`config.mk`:
```
export PLATFORM = sky130hd
export DESIGN_NAME = fifo_wr_arbiter_flat
export DESIGN_NICKNAME = d
export VERILOG_FILES = /design/src/rtl/fifo_wr_arbiter_if.sv /design/src/rtl/fifo_wr_arbiter.sv /design/src/flat_wrapper.sv
export SDC_FILE = /design/constraint.sdc
export NUM_CORES = 1
export LEC_CHECK = 0
export BUFFER_PORTS_ARGS = -buffer_cell sky130_fd_sc_hd__buf_2
export CAP_MARGIN = 15
export CORE_UTILIZATION = 35
export CTS_BUF_LIST = sky130_fd_sc_hd__clkbuf_8
export DETAILED_ROUTE_END_ITERATION = 12
export HOLD_SLACK_MARGIN = 0.02
export PLACE_DENSITY = 0.68
export SETUP_SLACK_MARGIN = 0.1
export SYNTH_ARGS = -nofsm -noshare
export SYNTH_HDL_FRONTEND = slang
export SYNTH_SLANG_ARGS = --single-unit
```
`constraint.sdc`:
```
create_clock -name clock -period 3.1 [get_ports clock]
set_input_delay 0.62 -clock clock [delete_from_list [all_inputs] [get_ports clock]]
set_output_delay 0.62 -clock clock [all_outputs]
set_load 0.005 [all_outputs]
```
`src/rtl/fifo_wr_arbiter_if.sv`:
```
// Producer/FIFO-side bundle of the write-port arbiter.
// The master modport belongs to the arbiter, the slave modport to its environment.
interface fifo_wr_arbiter_if #(
  parameter int NREQ = 4,
  parameter int DW   = 8
);
  logic [NREQ-1:0]         req;
  logic [NREQ-1:0][DW-1:0] req_data;
  logic [NREQ-1:0]         ack;
  logic [NREQ-1:0]         grant;
  logic                    busy;
  logic                    fifo_full;
  logic                    fifo_wr;
  logic [DW-1:0]           fifo_data_in;

  modport master (
    input  req, req_data, fifo_full,
    output ack, grant, busy, fifo_wr, fifo_data_in
  );

  modport slave (
    output req, req_data, fifo_full,
    input  ack, grant, busy, fifo_wr, fifo_data_in
  );
endinterface

```
`src/rtl/fifo_wr_arbiter.sv`:
```
// Round-robin write-port arbiter: NREQ producers share one FIFO write port,
// each grant lasting at most MAX_BURST accepted beats before rotation.
module fifo_wr_arbiter_lane #(
  parameter int DW = 8
) (
  input  logic          grant,
  input  logic          req,
  input  logic          wr_en,
  input  logic [DW-1:0] data,
  output logic          ack,
  output logic [DW-1:0] data_sel
);
  assign ack      = grant & req & wr_en;
  assign data_sel = grant ? data : '0;
endmodule

module fifo_wr_arbiter #(
  parameter int NREQ      = 4,
  parameter int DW        = 8,
  parameter int MAX_BURST = 4
) (
  input logic               clock,
  input logic               rst,
  fifo_wr_arbiter_if.master bus
);
  localparam int PW = (NREQ > 1) ? $clog2(NREQ) : 1;
  localparam int BW = (MAX_BURST > 1) ? $clog2(MAX_BURST) : 1;

  typedef enum logic {IDLE, GRANT} state_e;

  state_e                  state_q, state_d;
  logic [NREQ-1:0]         grant_q, grant_d;
  logic [PW-1:0]           rr_ptr_q, rr_ptr_d;
  logic [BW-1:0]           beat_cnt_q, beat_cnt_d;

  logic                    wr_en;
  logic [NREQ-1:0]         lane_ack;
  logic [NREQ-1:0][DW-1:0] lane_data;
  logic                    fifo_wr_c;
  logic [PW-1:0]           owner_idx;
  logic [PW-1:0]           next_ptr;
  logic [PW-1:0]           pick_ptr;
  logic [NREQ-1:0]         pick_oh;
  logic                    pick_vld;
  logic                    release_c;

  assign wr_en = ~bus.fifo_full;

  // Grant is one-hot, so at most one lane can ack and drive data.
  for (genvar i = 0; i < NREQ; i++) begin : g_lane
    fifo_wr_arbiter_lane #(.DW(DW)) u_lane (
      .grant    (grant_q[i]),
      .req      (bus.req[i]),
      .wr_en    (wr_en),
      .data     (bus.req_data[i]),
      .ack      (lane_ack[i]),
      .data_sel (lane_data[i])
    );
  end

  assign fifo_wr_c = |lane_ack;

  always_comb begin
    owner_idx = '0;
    for (int i = 0; i < NREQ; i++)
      if (grant_q[i]) owner_idx = PW'(i);
  end

  assign next_ptr  = (owner_idx == PW'(NREQ - 1)) ? '0 : owner_idx + 1'b1;
  assign release_c = (state_q == GRANT) &&
                     (~|(grant_q & bus.req) ||
                      (fifo_wr_c && beat_cnt_q == BW'(MAX_BURST - 1)));
  // A releasing owner re-arbitrates from the rotated pointer in the same cycle.
  assign pick_ptr  = release_c ? next_ptr : rr_ptr_q;

  always_comb begin
    int idx;
    pick_oh  = '0;
    pick_vld = 1'b0;
    for (int k = 0; k < NREQ; k++) begin
      idx = int'(pick_ptr) + k;
      if (idx >= NREQ) idx = idx - NREQ;
      if (!pick_vld && bus.req[idx]) begin
        pick_vld     = 1'b1;
        pick_oh[idx] = 1'b1;
      end
    end
  end

  always_ff @(posedge clock) begin
    if (rst) begin
      state_q    <= IDLE;
      grant_q    <= '0;
      rr_ptr_q   <= '0;
      beat_cnt_q <= '0;
    end else begin
      state_q    <= state_d;
      grant_q    <= grant_d;
      rr_ptr_q   <= rr_ptr_d;
      beat_cnt_q <= beat_cnt_d;
    end
  end

  always_comb begin
    state_d    = state_q;
    grant_d    = grant_q;
    rr_ptr_d   = rr_ptr_q;
    beat_cnt_d = beat_cnt_q;
    unique case (state_q)
      IDLE: begin
        if (pick_vld) begin
          state_d    = GRANT;
          grant_d    = pick_oh;
          beat_cnt_d = '0;
        end
      end
      GRANT: begin
        if (fifo_wr_c) beat_cnt_d = beat_cnt_q + 1'b1;
        if (release_c) begin
          rr_ptr_d   = next_ptr;
          beat_cnt_d = '0;
          if (pick_vld) begin
            grant_d = pick_oh;
          end else begin
            state_d = IDLE;
            grant_d = '0;
          end
        end
      end
    endcase
  end

  always_comb begin
    bus.grant        = grant_q;
    bus.busy         = (state_q == GRANT);
    bus.ack          = lane_ack;
    bus.fifo_wr      = fifo_wr_c;
    bus.fifo_data_in = '0;
    for (int i = 0; i < NREQ; i++)
      bus.fifo_data_in = bus.fifo_data_in | lane_data[i];
  end
endmodule

```
`src/flat_wrapper.sv`:
```
// flat-port wrapper written by rule: the top's interface ports become plain ports
module fifo_wr_arbiter_flat 
#(
  parameter int NREQ      = 4,
  parameter int DW        = 8,
  parameter int MAX_BURST = 4
)
  (clock, rst, bus_req, bus_req_data, bus_fifo_full, bus_ack, bus_grant, bus_busy, bus_fifo_wr, bus_fifo_data_in);
  fifo_wr_arbiter_if #(.NREQ(NREQ), .DW(DW)) bus_i ();
  input logic clock;
  input logic rst;
  input wire logic [$bits(bus_i.req)-1:0] bus_req;
  input wire logic [$bits(bus_i.req_data)-1:0] bus_req_data;
  input wire logic [$bits(bus_i.fifo_full)-1:0] bus_fifo_full;
  output wire logic [$bits(bus_i.ack)-1:0] bus_ack;
  output wire logic [$bits(bus_i.grant)-1:0] bus_grant;
  output wire logic [$bits(bus_i.busy)-1:0] bus_busy;
  output wire logic [$bits(bus_i.fifo_wr)-1:0] bus_fifo_wr;
  output wire logic [$bits(bus_i.fifo_data_in)-1:0] bus_fifo_data_in;
  assign bus_i.req = bus_req;
  assign bus_i.req_data = bus_req_data;
  assign bus_i.fifo_full = bus_fifo_full;
  assign bus_ack = bus_i.ack;
  assign bus_grant = bus_i.grant;
  assign bus_busy = bus_i.busy;
  assign bus_fifo_wr = bus_i.fifo_wr;
  assign bus_fifo_data_in = bus_i.fifo_data_in;
  fifo_wr_arbiter #(.NREQ(NREQ), .DW(DW), .MAX_BURST(MAX_BURST)) u_core (.clock(clock), .rst(rst), .bus(bus_i));
endmodule
```
* Yosys cells after proc, flatten, opt, wreduce, memory -nomap -nowiden
Cells that the tools add are included.
Cells by class: $add $sub $neg 9, magnitude comparators 12, equality and inequality tests 5, mux-type cells 52, bitwise operators 17, reductions and logical operators 18
Operators with widths (count):
- 32-bit by 1-bit greater-or-equal comparator with 1-bit output (second input constant) | 4
- 32-bit by 4-bit less-than comparator with 1-bit output (second input constant) | 4
- 32-bit two-way mux | 4
- 32-bit by 4-bit greater-or-equal comparator with 1-bit output (second input constant) | 3
- 32-bit by 4-bit subtractor with 32-bit output (second input constant) | 3
- 8-bit two-way mux | 4
- 4-bit two-way mux | 7
- 8-bit bitwise OR | 3
- 1-bit two-way mux | 19
- 2-bit two-way mux | 7
- 4-bit bitwise OR | 3
- 1-bit logical AND | 9
- 1-bit bitwise AND | 8
- 1-bit binary-select mux with 2-bit select | 4
- 1-bit demux with 2-bit select | 4
- 4-bit one-hot mux with 2 select lines | 1
- 4-bit OR reduction | 2
- 2-bit by 2-bit adder with 3-bit output (second input constant) | 2
- 2-bit by 1-bit adder with 2-bit output (second input constant) | 2
- 4-bit bitwise AND | 1
- 2-bit equality test (second input constant) | 2
- 1-bit zero test | 4
- 2-bit one-hot mux with 2 select lines | 1
- 2-bit AND reduction | 2
- other kinds (9) | 10
Word-level totals: flip-flop bits (word level) 9, input bits 39

* Depth between registers and ports, before layout
Gate-level depths: netlist of run 1.
word-level depth 25, gate-level depth with buffers 12, gate-level depth less buffers 12

* By module
From an unflattened synthesis of run 1, not the netlist that was laid out.
Second synthesis, totals: cell total of the unflattened synthesis 128, area total of the unflattened synthesis 1111.1 µm²
By module, submodules not included:
- fifo_wr_arbiter | times used 1, cells each 92, area an instance 845.8 µm², sequential area each 180.2 µm²
- fifo_wr_arbiter_lane | times used 4, cells each 9, area an instance 66.3 µm², sequential area each 0.0 µm²

* Worst setup path after synthesis of run 1
Ideal clock, no wire load.
kind register -> register, start point register u_core.grant_q[3] (netlist: u_core.bus.grant[3]), end point register u_core.grant_q[1] (netlist: u_core.bus.grant[1]), arrival 2.937 ns, required time 3.042 ns, path slack 0.105 ns, cell stages (with the launch flop) 12, path buffers 1, clock period less this slack 2.995 ns, cell sequence dfxtp_1 -> clkbuf_1 -> or2_2 -> ha_1 -> a2111o_1 -> or2_4 -> nand2_4 -> ha_1 -> mux4_2 -> or3_1 -> a21oi_1 -> a211o_1
On the way: longest elaborated chain between the ends 25
Ends and longest elaborated chain:
- start, declared | line fifo_wr_arbiter.sv:32 | logic [NREQ-1:0] grant_q, grant_d;
- start signal, assigned | line fifo_wr_arbiter.sv:98 | grant_q <= grant_d;
- branches (longest 25 deep; another with 32-bit by 4-bit subtractor with 32-bit output)
Several ways; the timed one is not identified. The select of a mux whose other input is x is not followed. A chain may end at the register's enable or synchronous reset.

* Worst setup path in the final report of run 1
start point register u_core.grant_q[3] (netlist: u_core.bus.grant[3]), end point register u_core.grant_q[2] (netlist: u_core.bus.grant[2])
The elaborated chain is that of the path after synthesis.

==> results of run 1 <==
[state kept, by name, indices dropped and copies added, names as in the netlist]
register / cells
u_core.beat_cnt_q: 2
u_core.bus.busy: 1
u_core.bus.grant: 4
u_core.rr_ptr_q: 2
[final cells by class]
type | instances | share of cell area, %
clock buffers | 3 | 2.92
clock inverters | 1 | 0.266
multi-input cells | 108 | 54.7
repair buffers | 64 | 24.1
well taps | 31 | 2.75
inverters | 9 | 2.57
flip-flops and latches | 9 | 12.8
[cell families (layout without fill, tap and decap cells)]
kind of cell / count (synthesis) / in the layout / synth area share, %
AND/OR/NAND/NOR: 53 / 53 / 26.1
AO/OA/AOI/OAI: 45 / 45 / 32.5
buffers and inverters: 22 / 77 / 11.2
adder cells (fa/ha/maj): 9 / 9 / 10.8
multiplexers: 1 / 1 / 2.16
flip-flops: 9 / 9 / 17.3
[per-layer routing]
layer / GRT usage, % / vias to the layer above
met2: 32.4 / 78
li1: - / 623
met4: 6.97 / 0
met3: 2.53 / 8
met5: 0 / -
met1: 23.1 / 573
[layout by cell type (no fill, tap or decap), types with 2 or more instances in the layout]
cell / n
buf_2: 56
nor4_1: 3
or3_1: 4
a21oi_1: 4
a22o_1: 4
nand4b_1: 2
or4_1: 2
ha_1: 8
nor2_1: 13
a22oi_1: 16
or2_2: 2
clkbuf_8: 3
o21ai_0: 4
dfxtp_1: 9
inv_1: 8
nor4b_1: 2
nand3_1: 2
a21oi_2: 2
a211o_1: 4
nand2_1: 18
buf_4: 8
a32oi_1: 2
[repair_timing]
| item | 4_1_cts | 5_1_grt |
|---|---|---|
| resized for setup | 0 | 5 |
| endpoints found under the setup margin | 1 | 4 |
| buffers inserted | 1 | 0 |
[critical path: stages, from the launching register on]
cell and delay [ns]:
dfxtp_1 0.33, or2_2 0.31, ha_1 0.20, a2111o_1 0.41
or2_4 0.27, nand2_4 0.12, ha_4 0.23, mux4_2 0.35
or3_1 0.39, a21oi_2 0.15, a211o_1 0.12
[power by group]
group          internal (mW)  switching, mW
combinational          0.466          0.528
clock                 0.0867         0.0514
sequential             0.148         0.0276
total                  0.701          0.607
[worst min-delay path by stage]
stage	from	slack, ns	end
final	u_core.beat_cnt_q[1]	0.51	u_core.beat_cnt_q[1]
after global routing	u_core.beat_cnt_q[1]	0.53	u_core.beat_cnt_q[1]
after CTS	u_core.beat_cnt_q[1]	0.50	u_core.beat_cnt_q[1]
after detailed placement	u_core.beat_cnt_q[1]	0.49	u_core.beat_cnt_q[1]
after global placement	u_core.beat_cnt_q[1]	0.47	u_core.beat_cnt_q[1]
after floorplan	u_core.beat_cnt_q[1]	0.46	u_core.beat_cnt_q[1]
==> run metrics, run 1 <==
status=completed; syn nets=187; CP required=3.28 ns; die height=56.6 microns; ys flop type=dfxtp_1; arrival time worst endpoint=3.11 ns; final instance area=1410 sq um; total iterations of the first detailed-routing run=4; Num CTS Buffers=3; Post-synth EDFFs=0; I/O Buffers=56; DR iter-0 viols=82; latest clock arrival within the worst-skew pair=0.24 ns; Global Route Usage Sum=18.6%; asr flop ratio synth=0%; Crit. End Element=register; RSZ-0062 raised after global routing=no; # IOs=57; PnR worst setup slack=0.169 ns; P&R area growth vs syn=35.4%; CTS Buffer Depth=2; uppermost layer routed=met4; largest net degree at the start of global routing=11; Crit Path Class=reg -> reg; die footprint=3200 sq um; clk slew on worst S/H paths=0.05 ns; DR vias/cell=5.70; Finish-stage setup viols=0; crit path launch type=register; Remaining Overflow, GRT=0; final setup skew=0.00697 ns; register area=180 sq um; Syn. warnings=0; Nets=243; register area share after synthesis=17.3%; Mean Syn Cell Area=7.51 sq um; maximum VDD drop=0.000437 V; Met2 Wirelength=1.38 mm; depth of the CTS H-tree=1; area occupied by multi-input gates=772 sq um; met3 WL=261 microns; Row Count=19; WHS Path Cells=2; Placed Area=1330 sq um; Critical Path Sink=u_core.bus.grant[2]; post-synth top area cell=dfxtp_1; MaxCap Viol Count=0; core box area=2780 sq um; Clock Tree Root=clkbuf_8; wire per inst=13.3 microns; synth unique cells=37; RePlAce Congestion=0.799; synth cell count leaders=nand2_1 (18), a22oi_1 (16), nor2_1 (13); Layout Utilization=50.8%; synthesized area=1040 sq um; Inst Count DP=220; DP Wirelength=2.36 mm; worst-margin pin slew=0.466 ns; fin. max-slew vios=0; Place WS=0.0446 ns; Fillers=282; worst hold slack=0.509 ns; R2R Setup Slk=0.17 ns; r2r worst-path depth=10; die outline width=56.6 microns; period utilization=94.6%; initial core utilization=37.5%; vias in the first global route=1,166; layout cell share with drive strength beyond 1=40.7%; most numerous cell in the Yosys netlist=nand2_1; Remaining DRCs=0; largest cells by area after synthesis=dfxtp_1 (17%), a22oi_1 (12%), ha_1 (11%); met1 WL=1.30 mm; Hold Crit Class=reg -> reg; Post-Route WL=3.00 mm; Fin Setup TNS=0 ns; Hold-fix buffers, CTS=0; TritonCTS clock tree=built; post-synthesis cell count=139; Layout Cells excl Fill=225; LEAKAGE=0.745 nW; Yosys top cell area share=17.3%; P per Cell Area=926 nW/um^2; largest fanout on the critical path=7; Reg-to-Reg Start=u_core.bus.grant[3]; FF-to-FF End=u_core.bus.grant[2]; number of antenna violations at the first check in global routing=0; Routed Antenna Nets=0; Hold Vio Cnt, Final=0; vias post-DR=1,282; global-route wire length before repair=4.85 mm; Slew headroom=68.6%; n_diodes=0; Synth Register Bits=9; Critical path origin=u_core.bus.grant[3]; Final min period=2.93 ns; Clock Sink Count=9; Overall Power=1.31 mW; Achievable Freq=0.341 GHz
No activity file was read; power rests on OpenSTA's default activity.
==> inputs of run 2 (changes only) <==
--- a/config.mk
+++ b/config.mk
@@ -5,10 +5,9 @@
 export SDC_FILE = /design/constraint.sdc
 export NUM_CORES = 1
 export LEC_CHECK = 0
-export BUFFER_PORTS_ARGS = -buffer_cell sky130_fd_sc_hd__buf_2
+export BUFFER_PORTS_ARGS = -buffer_cell sky130_fd_sc_hd__clkbuf_2
 export CAP_MARGIN = 15
 export CORE_UTILIZATION = 35
-export CTS_BUF_LIST = sky130_fd_sc_hd__clkbuf_8
 export DETAILED_ROUTE_END_ITERATION = 12
 export HOLD_SLACK_MARGIN = 0.02
 export PLACE_DENSITY = 0.68
==> run metrics, run 2 (synthesis results as in run 1) <==
Hold-fix buffers, CTS=0 (unchanged); Fin Setup TNS=0 ns (unchanged); Clk pwr share=7.2% (-3.4 points); die outline width=56.6 microns (unchanged); Seq pwr share=13.6% (+0.2 points); Num CTS Buffers=3 (unchanged); LEAKAGE=0.734 nW (-1.4%); number of antenna violations at the first check in global routing=0 (unchanged); DR iter-0 viols=94 (+15%); n_diodes=0 (unchanged); Place WS=0.0693 ns (+0.0247 ns); # IOs=57 (unchanged); RePlAce Congestion=0.820 (+2.7%); Hold Crit Class=reg -> reg; Hold Vio Cnt, Final=0 (unchanged); hold worst-path end=u_core.beat_cnt_q[1]; WHS Path Cells=2 (unchanged); internal power=0.675 mW (-3.6%); register area=180 sq um (unchanged); worst-margin pin slew=0.457 ns (-0.00897 ns); r2r worst-path depth=10 (unchanged); die height=56.6 microns (unchanged); Reg-to-Reg Start=u_core.bus.grant[3]; vias in the first global route=1,097 (-5.9%); Switching Power=0.613 mW (+0.99%); Crit. End Element=register; layout cell share with drive strength beyond 1=42.3% (+1.5 points); clk slew on worst S/H paths=0.07 ns (+0.02 ns); PnR worst setup slack=0.218 ns (+0.0491 ns); Slew headroom=69.2% (+0.60 points); FF-to-FF End=u_core.bus.grant[2]; arrival time worst endpoint=3.09 ns (-0.02 ns); Finish-stage setup viols=0 (unchanged); met1 WL=1.31 mm (+0.38%); core box area=2780 sq um (unchanged); largest net degree at the start of global routing=11 (unchanged); status=completed; period utilization=93.0% (-1.6 points); Layout Utilization=50.9% (+0.13 points); Comb power frac=79.2% (+3.2 points); final instance area=1420 sq um (+0.27%); Placed Area=1330 sq um (unchanged); Clock Tree Root=clkbuf_4; CP required=3.31 ns (+0.03 ns); Crit Path Class=reg -> reg; DR vias/cell=5.70 (unchanged); max FFs per register=4 (unchanged); RSZ-0062 raised after global routing=no; Hold Crit Start=u_core.beat_cnt_q[1]; Nets=243 (unchanged); Sw Share=47.6% (+1.2 points); Achievable Freq=0.347 GHz (+1.7%); Remaining Overflow, GRT=0 (unchanged); MaxCap Viol Count=0 (unchanged); maximum VDD drop=0.000448 V (+2.5%); die footprint=3200 sq um (unchanged); Row Count=19 (unchanged); fin. max-slew vios=0 (unchanged); P per Cell Area=909 nW/um^2 (-1.8%); met3 WL=235 microns (-10%); vias post-DR=1,282 (unchanged); initial core utilization=37.5% (unchanged); Clock Sink Count=9 (unchanged); final setup skew=0.00318 ns (-0.00379 ns); depth of the CTS H-tree=1 (unchanged); R2R Setup Slk=0.22 ns (+0.05 ns); crit path launch type=register; Met2 Wirelength=1.38 mm (unchanged); most frequent cells in the layout=clkbuf_2 (56), nand2_1 (18), a22oi_1 (16), nor2_1 (13), dfxtp_1 (9); TritonCTS clock tree=built; global-route wire length before repair=4.82 mm (-0.70%); Remaining DRCs=0 (unchanged); latest clock arrival within the worst-skew pair=0.26 ns (+0.02 ns); total iterations of the first detailed-routing run=4 (unchanged); wire per inst=13.1 microns (-1.9%); uppermost layer routed=met4; area occupied by multi-input gates=795 sq um (+2.9%); I/O Buffers=56 (unchanged); CTS Buffer Depth=2 (unchanged); worst hold slack=0.502 ns (-0.00690 ns); DP Wirelength=2.41 mm (+2.4%); Post-Route WL=2.94 mm (-1.9%); P&R area growth vs syn=35.7%; Routed Antenna Nets=0 (unchanged); Fillers=272 (-3.5%); most common cell after layout, fill and taps aside=clkbuf_2; Final min period=2.88 ns (-0.0491 ns); Global Route Usage Sum=18.6% (-0.036 points); largest fanout on the critical path=8 (+1)
[run 2: changes by cell type in the layout (fill, tap and decap cells not counted), sizes merged]
cell	change
clkbuf	+57
buf	-56
inv	-1
[run 2: stage by stage]
step	std cells	power, mW
finish	225	1.29
global route	225	1.41
CTS	224	1.20
detailed placement	220	1.10
global placement	220	1.07
floorplan	139	0.822
[run 2: worst max path at each step]
stage	from	to	cells past startpoint
3_5_place_dp	bus_req[0]	u_core.bus.grant[1]	10
6_report	u_core.bus.grant[3]	u_core.bus.grant[2]	10
5_1_grt	u_core.bus.grant[3]	u_core.bus.grant[1]	10
3_3_place_gp	bus_req[0]	u_core.bus.grant[0]	10
4_1_cts	u_core.bus.grant[3]	u_core.bus.grant[2]	10
2_1_floorplan	u_core.bus.grant[3]	u_core.bus.grant[1]	11
[run 2: routing by layer]
metal	vias to the layer above	track usage, %
met5	-	0
met4	0	7.32
met3	2	3.92
met2	62	30.1
met1	593	23.9
li1	625	-
[run 2: worst max-delay path, stage by stage (launching register included)]
cell and delay, ns:
dfxtp_1 0.34, or2_2 0.30, ha_1 0.20, a2111o_1 0.36, or2_4 0.29, nand2_8 0.09, ha_4 0.22, mux4_2 0.37
or3_1 0.37, a21oi_1 0.15, a211o_1 0.12
[run 2: final cells by class]
cell class                 count  share of cell area, %
clock buffer                   4                   1.86
timing repair buffer          64                   24.0
inverter                       9                   2.56
tap                           31                   2.74
sequential                     9                   12.7
multi-input combinational    108                   56.1
[run 2: timing repair]
item                       4_1_cts  5_1_grt
setup endpoints to repair        0        4
resized for setup                0       10
setup buffers                    0        1
[run 2: power groups by stage]
stage	sequential (mW)	clock, mW	combinational, mW
CTS	0.176	0.0939	0.926
global placement	0.177	0	0.892
finish	0.175	0.0933	1.02
floorplan	0.168	0	0.654
detailed placement	0.179	0	0.923
global route	0.181	0.100	1.13
